==> src/rtl/alarm_pkg.sv <==
// Shared types and widths for the alarm sequencer.
package alarm_pkg;

  localparam int unsigned HH_W  = 5;
  localparam int unsigned MM_W  = 6;
  localparam int unsigned SNZ_W = 2;

  typedef enum logic [1:0] {
    ST_IDLE    = 2'd0,
    ST_ARMED   = 2'd1,
    ST_RINGING = 2'd2,
    ST_SNOOZE  = 2'd3
  } state_t;

endpackage

==> src/rtl/alarm_ctrl_if.sv <==
// Time/button inputs and buzzer/status outputs of alarm_ctrl.
interface alarm_ctrl_if;
  import alarm_pkg::*;

  logic             tick;
  logic [HH_W-1:0]  cur_hh;
  logic [MM_W-1:0]  cur_mm;
  logic [HH_W-1:0]  alm_hh;
  logic [MM_W-1:0]  alm_mm;
  logic             arm;
  logic             disarm;
  logic             stop_btn;
  logic             snooze_btn;
  logic [1:0]       state;
  logic             buzzer;
  logic [SNZ_W-1:0] snooze_left;

  modport master (
    output tick, cur_hh, cur_mm, alm_hh, alm_mm, arm, disarm, stop_btn, snooze_btn,
    input  state, buzzer, snooze_left
  );

  modport slave (
    input  tick, cur_hh, cur_mm, alm_hh, alm_mm, arm, disarm, stop_btn, snooze_btn,
    output state, buzzer, snooze_left
  );

endinterface

==> src/rtl/alarm_ctrl_sec_down_counter.sv <==
// Seconds down-counter: load has priority, decrement never wraps below zero.
module sec_down_counter #(
  parameter int unsigned CNT_W = 9
) (
  input  logic             clk,
  input  logic             rst_n,
  input  logic             ld_i,
  input  logic [CNT_W-1:0] ld_val_i,
  input  logic             dec_i,
  output logic [CNT_W-1:0] cnt_o,
  output logic             zero_o
);

  logic [CNT_W-1:0] cnt_q;

  always_ff @(posedge clk or negedge rst_n) begin
    if (!rst_n) begin
      cnt_q <= '0;
    end else if (ld_i) begin
      cnt_q <= ld_val_i;
    end else if (dec_i && (cnt_q != '0)) begin
      cnt_q <= cnt_q - CNT_W'(1);
    end
  end

  assign cnt_o  = cnt_q;
  assign zero_o = (cnt_q == '0);

endmodule

==> src/rtl/alarm_ctrl.sv <==
// Alarm sequencer: arm/disarm, minute-match edge trigger, ring timeout, stop and snooze.
// Snooze support is compiled in only when ALARM_SNOOZE_EN is defined.
module alarm_ctrl
  import alarm_pkg::*;
#(
  parameter int unsigned RING_SECS   = 60,
  parameter int unsigned SNOOZE_SECS = 300,
  parameter int unsigned MAX_SNOOZES = 3,
  parameter int unsigned CNT_W       = 9
) (
  input  logic         clk,
  input  logic         reset,
  alarm_ctrl_if.slave  bus
);

  localparam logic [CNT_W-1:0] RING_LD   = CNT_W'(RING_SECS);
  localparam logic [CNT_W-1:0] SNOOZE_LD = CNT_W'(SNOOZE_SECS);

  state_t           state_q;
  logic             buzzer_q;
  logic             match_q;
  logic             match;
  logic             hit;
  logic [CNT_W-1:0] cnt;
  logic             cnt_zero;
  logic             last_sec;
  logic             busy;
  logic             stop_ev;
  logic             snz_ev;
  logic             exp_ev;
  logic             hit_ev;
  logic             cnt_ld;
  logic [CNT_W-1:0] cnt_ld_val;
  logic             cnt_dec;

  assign match = (bus.cur_hh == bus.alm_hh) && (bus.cur_mm == bus.alm_mm);
  assign hit   = match & ~match_q;

  // Expiry fires on the tick that takes the counter to zero, so N loaded seconds last N ticks.
  assign last_sec = cnt_zero | (cnt == CNT_W'(1));
  assign busy     = (state_q == ST_RINGING) || (state_q == ST_SNOOZE);

`ifdef ALARM_SNOOZE_EN
  localparam logic [SNZ_W-1:0] MAX_SNZ = SNZ_W'(MAX_SNOOZES);
  logic [SNZ_W-1:0] used_q;

  assign snz_ev = (state_q == ST_RINGING) & ~bus.disarm & ~bus.stop_btn &
                  bus.snooze_btn & (used_q < MAX_SNZ);
  assign bus.snooze_left = (used_q < MAX_SNZ) ? (MAX_SNZ - used_q) : '0;
`else
  logic unused_cfg;

  assign snz_ev          = 1'b0;
  assign bus.snooze_left = '0;
  assign unused_cfg      = bus.snooze_btn ^ (^SNZ_W'(MAX_SNOOZES));
`endif

  // Event decode in priority order: disarm > stop > snooze > expiry > hit.
  assign stop_ev = busy & ~bus.disarm & bus.stop_btn;
  assign exp_ev  = busy & ~bus.disarm & ~bus.stop_btn & ~snz_ev & bus.tick & last_sec;
  assign hit_ev  = (state_q == ST_ARMED) & ~bus.disarm & hit;

  assign cnt_ld     = hit_ev | snz_ev | (exp_ev & (state_q == ST_SNOOZE));
  assign cnt_ld_val = snz_ev ? SNOOZE_LD : RING_LD;
  assign cnt_dec    = bus.tick & busy & ~cnt_ld;

  sec_down_counter #(
    .CNT_W (CNT_W)
  ) u_cnt (
    .clk      (clk),
    .rst_n    (reset),
    .ld_i     (cnt_ld),
    .ld_val_i (cnt_ld_val),
    .dec_i    (cnt_dec),
    .cnt_o    (cnt),
    .zero_o   (cnt_zero)
  );

  always_ff @(posedge clk or negedge reset) begin
    if (!reset) begin
      state_q  <= ST_IDLE;
      buzzer_q <= 1'b0;
      match_q  <= 1'b0;
`ifdef ALARM_SNOOZE_EN
      used_q   <= '0;
`endif
    end else begin
      match_q <= match;
      if (bus.disarm) begin
        state_q  <= ST_IDLE;
        buzzer_q <= 1'b0;
      end else begin
        case (state_q)
          ST_IDLE: begin
            if (bus.arm) state_q <= ST_ARMED;
          end
          ST_ARMED: begin
            if (hit_ev) begin
              state_q  <= ST_RINGING;
              buzzer_q <= 1'b1;
`ifdef ALARM_SNOOZE_EN
              used_q   <= '0;
`endif
            end
          end
          ST_RINGING: begin
            if (stop_ev || exp_ev) begin
              state_q  <= ST_ARMED;
              buzzer_q <= 1'b0;
            end else if (snz_ev) begin
              state_q  <= ST_SNOOZE;
              buzzer_q <= 1'b0;
`ifdef ALARM_SNOOZE_EN
              used_q   <= used_q + SNZ_W'(1);
`endif
            end else if (bus.tick) begin
              buzzer_q <= ~buzzer_q;
            end
          end
          ST_SNOOZE: begin
            if (stop_ev) begin
              state_q  <= ST_ARMED;
              buzzer_q <= 1'b0;
            end else if (exp_ev) begin
              state_q  <= ST_RINGING;
              buzzer_q <= 1'b1;
            end
          end
          default: begin
            state_q  <= ST_IDLE;
            buzzer_q <= 1'b0;
          end
        endcase
      end
    end
  end

  assign bus.state  = state_q;
  assign bus.buzzer = buzzer_q;

endmodule

==> src/flat_wrapper.sv <==
// flat-port wrapper written by rule: the top's interface ports become plain ports
module alarm_ctrl_flat import alarm_pkg::*;
#(
  parameter int unsigned RING_SECS   = 60,
  parameter int unsigned SNOOZE_SECS = 300,
  parameter int unsigned MAX_SNOOZES = 3,
  parameter int unsigned CNT_W       = 9
)
  (clk, reset, bus_tick, bus_cur_hh, bus_cur_mm, bus_alm_hh, bus_alm_mm, bus_arm, bus_disarm, bus_stop_btn, bus_snooze_btn, bus_state, bus_buzzer, bus_snooze_left);
  alarm_ctrl_if bus_i ();
  input  logic clk;
  input  logic reset;
  input wire logic [$bits(bus_i.tick)-1:0] bus_tick;
  input wire logic [$bits(bus_i.cur_hh)-1:0] bus_cur_hh;
  input wire logic [$bits(bus_i.cur_mm)-1:0] bus_cur_mm;
  input wire logic [$bits(bus_i.alm_hh)-1:0] bus_alm_hh;
  input wire logic [$bits(bus_i.alm_mm)-1:0] bus_alm_mm;
  input wire logic [$bits(bus_i.arm)-1:0] bus_arm;
  input wire logic [$bits(bus_i.disarm)-1:0] bus_disarm;
  input wire logic [$bits(bus_i.stop_btn)-1:0] bus_stop_btn;
  input wire logic [$bits(bus_i.snooze_btn)-1:0] bus_snooze_btn;
  output wire logic [$bits(bus_i.state)-1:0] bus_state;
  output wire logic [$bits(bus_i.buzzer)-1:0] bus_buzzer;
  output wire logic [$bits(bus_i.snooze_left)-1:0] bus_snooze_left;
  assign bus_i.tick = bus_tick;
  assign bus_i.cur_hh = bus_cur_hh;
  assign bus_i.cur_mm = bus_cur_mm;
  assign bus_i.alm_hh = bus_alm_hh;
  assign bus_i.alm_mm = bus_alm_mm;
  assign bus_i.arm = bus_arm;
  assign bus_i.disarm = bus_disarm;
  assign bus_i.stop_btn = bus_stop_btn;
  assign bus_i.snooze_btn = bus_snooze_btn;
  assign bus_state = bus_i.state;
  assign bus_buzzer = bus_i.buzzer;
  assign bus_snooze_left = bus_i.snooze_left;
  alarm_ctrl #(.RING_SECS(RING_SECS), .SNOOZE_SECS(SNOOZE_SECS), .MAX_SNOOZES(MAX_SNOOZES), .CNT_W(CNT_W)) u_core (.clk(clk), .reset(reset), .bus(bus_i));
endmodule
==> config.mk <==
export PLATFORM = sky130hd
export DESIGN_NAME = alarm_ctrl_flat
export DESIGN_NICKNAME = d
export VERILOG_FILES = /design/src/rtl/alarm_pkg.sv /design/src/rtl/alarm_ctrl_if.sv /design/src/rtl/alarm_ctrl_sec_down_counter.sv /design/src/rtl/alarm_ctrl.sv /design/src/flat_wrapper.sv
export SDC_FILE = /design/constraint.sdc
export NUM_CORES = 1
export LEC_CHECK = 0
export ABC_AREA = 1
export CAP_MARGIN = 20
export CORE_MARGIN = 4
export CORE_UTILIZATION = 38
export CTS_BUF_LIST = sky130_fd_sc_hd__clkbuf_4
export DETAILED_ROUTE_END_ITERATION = 8
export HOLD_SLACK_MARGIN = 0.03
export PLACE_DENSITY = 0.79
export SYNTH_ARGS = -nofsm -noshare
export SYNTH_HDL_FRONTEND = slang
export SYNTH_HIERARCHICAL = 1
export SYNTH_SLANG_ARGS = --single-unit
export TNS_END_PERCENT = 10
==> constraint.sdc <==
create_clock -name clk -period 2.1 [get_ports clk]
set_clock_uncertainty 0.2 [all_clocks]
set_input_delay 0.42 -clock clk [delete_from_list [all_inputs] [get_ports clk]]
set_output_delay 0.42 -clock clk [all_outputs]
set_load 0.01 [all_outputs]
# --- Word-level counts from Yosys, hierarchy flattened ---
# Cells that the tools add are included.
totals:
  wordCells: 61
  out_inout_bits: 5
  inputBits: 29
  reg_bits: 13
classes:
  reduce_logical: 11
  eq_ne: 11
  n_bitwise: 18
  n_mux: 16
  n_addsub: 1
ops:
  columns: ["cell", "count"]
  rows:
  - ["$mux 9", 2]
  - ["$mux 2", 6]
  - ["$and 1x1->1", 11]
  - ["$eq 9x1->1 const B", 1]
  - ["$logic_not 9->1", 1]
  - ["$reduce_bool 9->1", 1]
  - ["$sub 9x1->9 const B", 1]
  - ["$pmux 2 s4", 1]
  - ["$reduce_and 4->1", 2]
  - ["$eq 6x6->1", 1]
  - ["$mux 1", 6]
  - ["$ne 3x3->1 const B", 2]
  - ["$eq 5x5->1", 1]
  - ["$not 1->1", 5]
  - ["$eq 2x2->1 const B", 2]
  - ["$ne 4x2->1 const B", 1]
  - ["$ne 4x4->1 const B", 1]
  - ["$reduce_bool 4->1", 1]
  - ["$ne 3x2->1 const B", 1]
  - ["$pmux 1 s3", 1]
  - ["$eq 2x1->1 const B", 1]
  - ["$logic_and 1x1->1", 2]
  - ["$logic_not 2->1", 1]
  - ["$logic_or 1x1->1", 2]
  - ["other kinds (2)", 3]

# --- Logic depth before layout (Yosys ltp) ---
# Gate-level depths: netlist of the first run.
logic_depth:
  depth_word: 13
  depth_mapped: 15

# --- Cells and area by module ---
# Netlist of the first run, hierarchy kept.
modules_own_cells:
  columns: ["mod", "instances", "seq_area_each_um2", "area_per_inst_um2", "cells_each"]
  rows:
  - ["sec_down_counter", 1, 225.2, 659.4, 99]
  - ["alarm_ctrl", 1, 100.1, 633.1, 106]

# --- Least setup slack after synthesis of the first run ---
# Ideal clock, no wire load.
synth_path:
  path_type: "register to register"
  from: "register u_core.u_cnt.cnt_q[0], in the netlist u_core/u_cnt/cnt_o[0]"
  to: "register u_core.u_cnt.cnt_q[4], in the netlist u_core/u_cnt/cnt_o[4]"
  arrival_time_ns: 1.965
  path_stages_with_launch: 15
  synth_period_minus_slack_ns: 2.230
  required_time_ns: 1.835
  setup_slack_ns: -0.130
  cell_sequence: "dfrtp_1 inv_1 ha_1 nand2_2 nor2_4 nand2_2 inv_1 o21bai_2 nand3_1 nand2_1 clkinv_1 nand2_2 buf_6 nand2_1 nand2_1"
synth_between:
  elab_chain_len: 9
  elab_cells_between_ends: 14
  classes_between: "add/sub: 1; eq/ne: 1; mux: 2; bitwise: 6; reduce/logical: 4"
synth_lines:
  columns: ["item", "line_no", "text"]
  rows:
  - ["start: declaration", "alarm_ctrl_sec_down_counter.sv:14", "logic [CNT_W-1:0] cnt_q;"]
  - ["start signal: assignment", "alarm_ctrl_sec_down_counter.sv:20", "cnt_q <= ld_val_i;"]
  - ["start signal: assignment", "alarm_ctrl_sec_down_counter.sv:22", "cnt_q <= cnt_q - CNT_W'(1);"]
  - ["$logic_not 9->1 (*)", "alarm_ctrl_sec_down_counter.sv:27", "assign zero_o = (cnt_q == '0);"]
  - ["named net u_core.cnt_zero", "alarm_ctrl.sv:25", "logic cnt_zero;"]
  - ["$or 1x1->1 (*)", "alarm_ctrl.sv:40", "assign last_sec = cnt_zero | (cnt == CNT_W'(1));"]
  - ["$and 1x1->1 (*)", "alarm_ctrl.sv:60", "assign exp_ev = busy & ~bus.disarm & ~bus.stop_btn & ~snz_ev & bus.tick & last_sec;"]
  - ["$and 1x1->1 (*)", "alarm_ctrl.sv:63", "assign cnt_ld = hit_ev | snz_ev | (exp_ev & (state_q == ST_SNOOZE));"]
  - ["$or 1x1->1 (*)", "alarm_ctrl.sv:63", null]
  - ["named net u_core.cnt_ld", "alarm_ctrl.sv:32", "logic cnt_ld;"]
  - ["$not 1->1", "alarm_ctrl.sv:65", "assign cnt_dec = bus.tick & busy & ~cnt_ld;"]
  - ["$and 1x1->1", "alarm_ctrl.sv:65", null]
  - ["$logic_and 1x1->1", "alarm_ctrl_sec_down_counter.sv:21", "end else if (dec_i && (cnt_q != '0)) begin"]
  - ["$reduce_bool 2->1 (no line)", null, null]
# The timed path passes the listed nets; every way through them passes the cells marked *. The select of a mux whose other input is x is not followed.
# A chain may end at the register's enable or synchronous reset.

# --- Worst setup path after layout of the first run ---
layout_path:
  from: "input port bus_alm_mm[1]"
  to: "register u_core.u_cnt.cnt_q[2], in the netlist u_core/u_cnt/cnt_o[2]"
layout_between:
  elab_chain_len: 9
  elab_cells_between_ends: 10
  classes_between: "eq/ne: 1; mux: 1; bitwise: 5; reduce/logical: 3"
layout_lines:
  columns: ["item", "line_no", "text"]
  rows:
  - ["start: declaration", "flat_wrapper.sv:17", "input wire logic [$bits(bus_i.alm_mm)-1:0] bus_alm_mm;"]
  - ["$eq 6x6->1", "alarm_ctrl.sv:36", "assign match = (bus.cur_hh == bus.alm_hh) && (bus.cur_mm == bus.alm_mm);"]
  - ["$logic_and 1x1->1", "alarm_ctrl.sv:36", null]
  - ["$and 1x1->1", "alarm_ctrl.sv:37", "assign hit = match & ~match_q;"]
  - ["$and 1x1->1", "alarm_ctrl.sv:61", "assign hit_ev = (state_q == ST_ARMED) & ~bus.disarm & hit;"]
  - ["$or 1x1->1", "alarm_ctrl.sv:63", null]
  - ["named net u_core.cnt_ld", "alarm_ctrl.sv:32", null]
  - ["$not 1->1", "alarm_ctrl.sv:65", null]
  - ["$and 1x1->1", "alarm_ctrl.sv:65", null]
  - ["named net u_core.cnt_dec", "alarm_ctrl.sv:34", "logic cnt_dec;"]
  - ["$logic_and 1x1->1", "alarm_ctrl_sec_down_counter.sv:21", null]
  - ["$reduce_bool 2->1 (no line)", null, null]
# The timed path passes the listed nets, and every way through them passes these cells.

==> results.ini, run 1 <==
[timing]
period_minus_slack_ns=2.04
worst_pin_slew_ns=0.581
finalHoldViolCount=0
fin_crit_sh=0.973
fmaxAchievable_ghz=0.489
fin_setup_tns_ns=0
relSlewSlack=0.612
drv_slew=0
setup_viol=0

[die]
num_rows=20
die_h_um=66.3
start_util=0.410
die_x_um=66.3
ioPinCount=34
core_area_um2=3150
die_area_um2=4400

[global_route]
antenna_found_initial=0
grt_max_degree=14
grt.overflow.total=0
grtUsageTotal=0.138
first_global_vias=1255
grt_pass1_wl_mm=4.91

[cells_and_area]
nets=311
drive_gt1_frac=0.300
area_delta_synth_final_pct=59.6
seqCellArea_um2=325
multi_input_area_um2=890
n_fill_cell=279
antenna_cells=0

[synth]
synthFlopType=dfrtp_1
synth_cells=205
synth-async-reset-ratio=1.00
syn_area_per_cell_um2=6.30
ys_ff_latch=13
ys_warn_count=6
synth_edf_count=0
synthesis.area_um2=1290
yosysSeqAreaShare=0.252
synth_cell_types=29

[detailed_routing]
vias=1418
drtAntennaViolNets=0
dr.pass1.iters=4
vias_per_cell=4.38
wire_per_inst_um=9.82
drc=0
drtIter0Drc=87
drt-total-wl_mm=3.18

[worst_setup_path]
cp-endpoint=u_core/u_cnt/cnt_o[2]
cp-start-kind=input pin
endpoint_kind=flip-flop
cp-startpoint=bus_alm_mm[1]
r2r_setup_slack_ns=0.09
cp_data_required_time_ns=2.06
crit_type=input pin to flip-flop
rr_worst_depth=15
crit_path_max_fanout=8
reg2reg_to=u_core/u_cnt/cnt_o[2]
arrival_ns=2.01
r2r-start=u_core/u_cnt/cnt_o[0]

[worst_hold_path]
min_path_type=input pin to async pin

[clock_tree]
cts_tree=done
cts_buffers=3
cts_root_buf=clkbuf_4
clkSinkCount=13
clock_latency_ns=0.27
cts_buffer_depth=2
h-tree-depth=1
clkTransAtPathRegs_ns=0.08

[outcome]
outcome=finished, final reports clean

[placement]
dp_hpwl_mm=2.42
gp_congestion=0.857
numPortBuffers=30

[power]
powerDensity_nw_per_um2=344
ir_drop_mv=0.129
total_power_w=0.000710
leakagePower_nw=1.18

[flow_run]
maxCapViolations=0

[power by group]
group          internal, W  switching (W)  total [W]
Clock            0.0000863      0.0000752   0.000162
Combinational     0.000141       0.000122   0.000263
Sequential        0.000268      0.0000176   0.000285
[state kept, by name, summed over array words and instances (netlist names)]
signal / count
u_core/u_cnt/cnt_o: 9
u_core/bus.buzzer: 1
u_core/match_q: 1
u_core/bus.state: 2
[worst min path at each step]
| stage | end | slack (ns) | depth (start not counted) |
|---|---|---|---|
| final | u_core/u_cnt/cnt_o[7] | 0.32 | 1 |
| after global routing | u_core/match_q | 0.34 | 4 |
| after CTS | u_core/u_cnt/cnt_o[7] | 0.34 | 1 |
| after global placement | u_core/u_cnt/cnt_o[8] | 0.32 | 2 |
| after detailed placement | u_core/u_cnt/cnt_o[8] | 0.32 | 2 |
| after floorplan | u_core/bus.buzzer | -0.08 | 0 |
[area by class of cell]
type                            instances  area share
Tap cell                               44      0.0267
Inverter                               35      0.0649
Clock buffer                            4      0.0146
Timing Repair Buffer                   66       0.305
Sequential cell                        13       0.158
Multi-Input combinational cell        162       0.431
[critical path, cell delays in order]
cell	delay, ns
clkdlybuf4s50_1	0.48
xnor2_1	0.12
nand2_1	0.10
nor2_2	0.14
nand4_1	0.15
nand2_4	0.14
nor2_4	0.04
nand2_2	0.08
nand2_4	0.09
buf_6	0.14
nand2_2	0.05
o21ai_2	0.05
[logic make-up after synthesis]
family | Yosys count | synth area share
AO/OA/AOI/OAI | 17 | 0.102
XOR/XNOR | 6 | 0.0407
buffers and inverters | 39 | 0.125
adder cells (fa/ha/maj) | 1 | 0.00968
other | 2 | 0.00581
flip-flops | 13 | 0.252
AND/OR/NAND/NOR | 127 | 0.466
[metrics by stage]
step / hold slack (ns) / cell area [um^2] / setup slack [ns] / utilization / std cells
after floorplan: -0.0756 / 1340 / 0.0150 / - / 214
after global placement: 0.317 / 1920 / -0.330 / 0.608 / 316
after detailed placement: 0.322 / 1920 / -0.365 / 0.608 / 316
after CTS: 0.342 / 1970 / 0.00769 / 0.624 / 321
after global routing: 0.338 / 2060 / -0.0277 / 0.654 / 324
final: 0.318 / 2060 / 0.0568 / 0.654 / 324
[cell usage after synthesis, drive strengths merged, types with 2 or more instances]
master  instances  share of area
nand4           2         0.0097
nand3          16          0.070
nor3            2          0.012
o21ai           9          0.049
dfrtp          13           0.25
nor2           25           0.10
buf             3          0.020
inv            34          0.099
o21bai          3          0.026
a21oi           4          0.021
conb            2         0.0058
xnor2           5          0.034
nand2          80           0.26
[timing repair]
item	4_1_cts	5_1_grt
pin swaps	1	21
resized for setup	4	25
setup buffers	1	3
endpoints found under the setup margin	8	9
hold buffers	0	0
[layout by cell type, fill, tap and decap left out, drive strengths merged]
cell            n
a21oi           4
a31oi           1
buf            36
clkbuf          4
clkdlybuf4s50  13
conb           11
dfrtp          13
dlymetal6s2s   17
ha              1
inv            35
nand2          80
nand3          16
nand3b          1
nand4           2
nor2           25
nor3            2
nor4            1
o21ai           9
o21bai          3
xnor2           5
xor2            1
[per-layer routing]
metal | vias to the layer above | part of all wire | GRT usage
met4 | 0 | 0.0053 | 0.0406
met3 | 2 | 0.028 | 0.00510
li1 | 765 | - | -
met5 | - | 0 | 0
met2 | 24 | 0.54 | 0.257
met1 | 627 | 0.43 | 0.169
Power figures use the tool's default switching activity.
==> inputs of run 2 (changes only) <==
Settings changed: CORE_UTILIZATION 38 to 35, PLACE_DENSITY 0.79 to 0.73.
Clock period 2.1 ns to 2.2 ns, I/O delays scaled along.
==> results.ini, run 2 (synthesis gave the netlist of run 1 again) <==
[outcome]
outcome=finished, final reports clean

[worst_hold_path]
min_path_type=input pin to async pin

[cells_and_area]
seqCellArea_um2=325
n_fill_cell=309
nets=308
multi_input_area_um2=887
drive_gt1_frac=0.292
final_common_cell=nand2_1
layout_common_cells=66 x nand2_1, 32 x inv_1, 31 x buf_4
area_delta_synth_final_pct=56.1
stdcell_area_um2=2020
largest_reg_flops=9
antenna_cells=0
final_util=0.586

[placement]
dp_hpwl_mm=2.43
gp_congestion=0.829
numPortBuffers=30
dpl_cell_area_um2=1880

[worst_setup_path]
path_common_cell=nand2_2
rr_worst_depth=13
cpMaxStageDelayCell=clkdlybuf4s50_1
critical_path.max_stage_delay_ns=0.41
endpoint_kind=flip-flop
cp-start-kind=input pin
r2r_setup_slack_ns=0.11
reg2reg_to=u_core/u_cnt/cnt_o[2]
crit_chain=clkdlybuf4s50_1 > xnor2_1 > nand2_1 > nor2_2 > nand4_1 > nand2_2 > nor2_4 > nand2_2 > nand2_4 > buf_12 > nand2_2 > o21ai_2
cp_data_required_time_ns=2.16
r2r-start=u_core/u_cnt/cnt_o[1]
crit_path_max_fanout=7
crit_type=input pin to flip-flop
arrival_ns=2.07

[die]
num_rows=21
start_util=0.375
die_h_um=68.8
die_area_um2=4730
die_x_um=68.8
core_area_um2=3440
ioPinCount=34

[global_route]
first_global_vias=1348
grt.overflow.total=0
grt_pass1_wl_mm=5.28
grtUsageTotal=0.143
grt_max_degree=14
antenna_found_initial=0

[timing]
finalHoldViolCount=0
worst_pin_slew_ns=0.580
period_minus_slack_ns=2.10
fin_setup_tns_ns=0
fmaxAchievable_ghz=0.475
fin_crit_sh=0.956
setup_viol=0
relSlewSlack=0.612
drv_slew=0

[clock_tree]
cts_buffers=3
cts_root_buf=clkbuf_4
clkTransAtPathRegs_ns=0.08
h-tree-depth=1
clkSinkCount=13
clock_latency_ns=0.27
cts_tree=done
cts_buffer_depth=2

[detailed_routing]
dr.pass1.iters=4
drt-total-wl_mm=3.08
vias_per_cell=4.34
drtAntennaViolNets=0
vias=1402
wire_per_inst_um=9.52
wl_met2_mm=1.59
top_layer_used=met4
drt-met1-wl_mm=1.36
drtIter0Drc=79
wl_met3_um=96
drc=0

[power]
ir_drop_mv=0.156
leakagePower_nw=1.07
powerDensity_nw_per_um2=340

[flow_run]
maxCapViolations=0

run 2: metrics by stage:
stage | cells | hold slack [ns] | worst slack (ns) | power [W]
final | 323 | 0.335 | 0.0969 | 0.000687
after CTS | 318 | 0.345 | 0.0212 | 0.000684
after global placement | 314 | 0.324 | -0.300 | 0.000514
after detailed placement | 314 | 0.327 | -0.313 | 0.000521
after floorplan | 214 | -0.0556 | -0.0299 | 0.000394
after global routing | 323 | 0.373 | -0.0143 | 0.000742
run 2: repair_timing:
item | in CTS | in global routing
resized for setup | 3 | 19
endpoints found under the setup margin | 7 | 7
buffers inserted | 0 | 6
hold buffers | 0 | 0
pin swaps | 0 | 8
run 2: routing by layer:
metal	global-route usage	vias up
li1	-	756
met1	0.174	621
met2	0.265	23
met3	0.00972	2
met4	0.0438	0
met5	0	-
run 2: worst max-delay path: cells and delay by family:
kind	cells	cell delay [ns]
buffers and inverters	2	0.56
AO/OA/AOI/OAI	1	0.05
AND/OR/NAND/NOR	8	0.79
XOR/XNOR	1	0.22
run 2: worst max path at each step:
stage	endpoint	slack (ns)	from
floorplan	u_core/u_cnt/cnt_o[4]	-0.03	u_core/u_cnt/cnt_o[0]
global placement	u_core/u_cnt/cnt_o[4]	-0.30	bus_alm_hh[0]
detailed placement	u_core/u_cnt/cnt_o[4]	-0.31	bus_alm_mm[0]
CTS	u_core/u_cnt/cnt_o[2]	0.02	u_core/u_cnt/cnt_o[0]
global route	u_core/u_cnt/cnt_o[4]	-0.01	u_core/u_cnt/cnt_o[1]
finish	u_core/u_cnt/cnt_o[2]	0.1	bus_alm_mm[2]
run 2: layout make-up:
class                      instances  share of cell area
multi-input combinational        162               0.440
timing repair buffer              63               0.290
tap                               46              0.0285
clock buffer                       4              0.0149
sequential                        13               0.161
inverter                          35              0.0663
run 2: where the power goes:
group	internal (W)	switching, W
logic	0.000139	0.000117
registers	0.000255	0.0000172
clock network	0.0000825	0.0000752
==> inputs of run 3 (changes only) <==
Settings changed: CORE_UTILIZATION 35 to 48, PLACE_DENSITY 0.73 to 0.94, SYNTH_HIERARCHICAL 1 to default.
==> results.ini, run 3 <==
[clock_tree]
cts_buffer_depth=2
cts_buffers=3
cts_resized=0
h-tree-depth=1
clkTransAtPathRegs_ns=0.09
clock_latency_ns=0.28
cts_tree=done
cts_setup_buffers=0
cts_hold_buf=0
cts_root_buf=clkbuf_4
clkSinkCount=13

[detailed_routing]
drc=0
drt-total-wl_mm=2.61
drtIter0Drc=48
vias_per_cell=5.12
vias=1142
wire_per_inst_um=11.7
dr.pass1.iters=5
drtAntennaViolNets=0

[worst_setup_path]
cp_data_required_time_ns=2.16
crit_path_max_fanout=6
cp-start-kind=flip-flop
endpoint_kind=flip-flop
crit_type=flip-flop to flip-flop
r2r-start=u_core.bus.state[0]
cp-startpoint=u_core.bus.state[0]
arrival_ns=2.03

[synth]
synth_edf_count=0
synthesis.area_um2=1100
synth_cells=159
syn_area_per_cell_um2=6.89
ys_warn_count=0
synth_top_cell_by_area=dfrtp_1
ys_ff_latch=13
synth_cell_types=25
synthFlopType=dfrtp_1
synth-async-reset-ratio=1.00
yosysSeqAreaShare=0.297
yosysTopAreaCellShare=0.297
yosysMostFrequentCell=nand2_1
yosys-top-cells-count=31 x nand2_1, 29 x nor2_1, 19 x inv_1
synth_area_leaders=dfrtp_1 30%, nand2_1 11%, nor2_1 9.9%, ha_1 8.0%, inv_1 6.5%

[timing]
worst_pin_slew_ns=0.580
period_minus_slack_ns=2.07
rsz0062_at_grt=false
drv_slew=0
finalHoldViolCount=0
worst_slack_ns=0.128
fin_crit_sh=0.942
fmaxAchievable_ghz=0.483
relSlewSlack=0.612
fin_setup_tns_ns=0
setup_viol=0

[power]
leakagePower_nw=0.698
powerDensity_nw_per_um2=857
ir_drop_mv=0.558

[global_route]
grtUsageTotal=0.174
grt_max_degree=14
first_global_vias=1159
grt_pass1_wl_mm=4.49
grt.overflow.total=0
antenna_found_initial=0

[cells_and_area]
layout_common_cells=31 x nand2_1, 30 x clkdlybuf4s50_1, 28 x nor2_1
antenna_cells=0
final_util=0.676
stdcell_area_um2=1480
area_delta_synth_final_pct=35.2
drive_gt1_frac=0.103
nets=232
largest_reg_flops=9
final_common_cell=nand2_1

[placement]
gp_congestion=0.847
dp_hpwl_mm=2.18
dpl_cell_area_um2=1440
numPortBuffers=30
pre_cts_slack_ns=0.0205

[die]
die_area_um2=3110
die_x_um=55.8
die_h_um=55.8
start_util=0.500
core_area_um2=2190
ioPinCount=34
num_rows=17

[worst_hold_path]
min_path_type=input pin to async pin

[flow_run]
maxCapViolations=0

[outcome]
outcome=finished, final reports clean

[run 3: changes by cell type after synthesis, sizes merged, moves of 3 or more]
| cell | delta |
|---|---|
| nand4 | +5 |
| o21ai | -7 |
| o21bai | -3 |
| inv | -13 |
| nor2 | +9 |
| ha | +6 |
| nand2 | -46 |
[run 3: metrics by stage]
stage                     power (W)  std cells  hold slack, ns
final                       0.00127        223           0.325
after detailed placement    0.00110        219           0.307
after floorplan            0.000859        160         -0.0556
after global placement      0.00103        219           0.291
after global routing        0.00139        223           0.351
after CTS                   0.00126        223           0.325
[run 3: cells by family (layout without fill, tap and decap cells)]
group                    count (synthesis)  in the layout  share of synthesized area
flip-flops                              13             13                      0.297
AO/OA/AOI/OAI                           10             10                     0.0514
AND/OR/NAND/NOR                         95             95                      0.403
XOR/XNOR                                10             10                     0.0799
buffers and inverters                   23             58                     0.0856
adder cells (fa/ha/maj)                  7              7                     0.0799
other                                    1              2                    0.00342
[run 3: worst paths after layout]
| path | end | slack, ns | cells after the start |
|---|---|---|---|
| max in group asynchronous | u_core.bus.state[0] | 1.06 | 1 |
| setup reg to reg | u_core.u_cnt.cnt_o[5] | 0.13 | 10 |
| hold / removal | u_core.u_cnt.cnt_o[7] | 0.32 | 1 |
| hold reg to reg | u_core.bus.buzzer | 0.33 | 2 |
| min in group clk | u_core.bus.buzzer | 0.33 | 2 |
| setup / recovery | u_core.u_cnt.cnt_o[5] | 0.13 | 10 |
[run 3: metal layers]
layer	up-vias	GRT usage	routed length [um]
met5	-	0	0
met1	511	0.188	977
met4	0	0.0660	0
li1	575	-	-
met3	0	0.0278	199
met2	56	0.334	1440
[run 3: power by group]
| group | total [W] | internal [W] | switching, W |
|---|---|---|---|
| logic | 0.000669 | 0.000296 | 0.000373 |
| clock network | 0.000164 | 0.0000826 | 0.0000817 |
| registers | 0.000437 | 0.000336 | 0.000101 |
[run 3: area by class of cell]
| class | instances | area (um^2) |
|---|---|---|
| sequential | 13 | 327 |
| fill | 188 | 709 |
| multi-input combinational | 124 | 688 |
| inverter | 21 | 78.8 |
| clock buffer | 4 | 30.0 |
| timing repair buffer | 33 | 323 |
| tap | 28 | 35.0 |
[run 3: worst max-delay path, stage by stage, from the launching register on]
cell and delay, ns:
dfrtp_2 0.44, inv_1 0.10, ha_1 0.21, inv_1 0.11, nand2_4 0.09, nand2_2 0.07, nor2_4 0.18, nand3_2 0.13
nor2_4 0.14, xor2_1 0.19, nand2_1 0.08
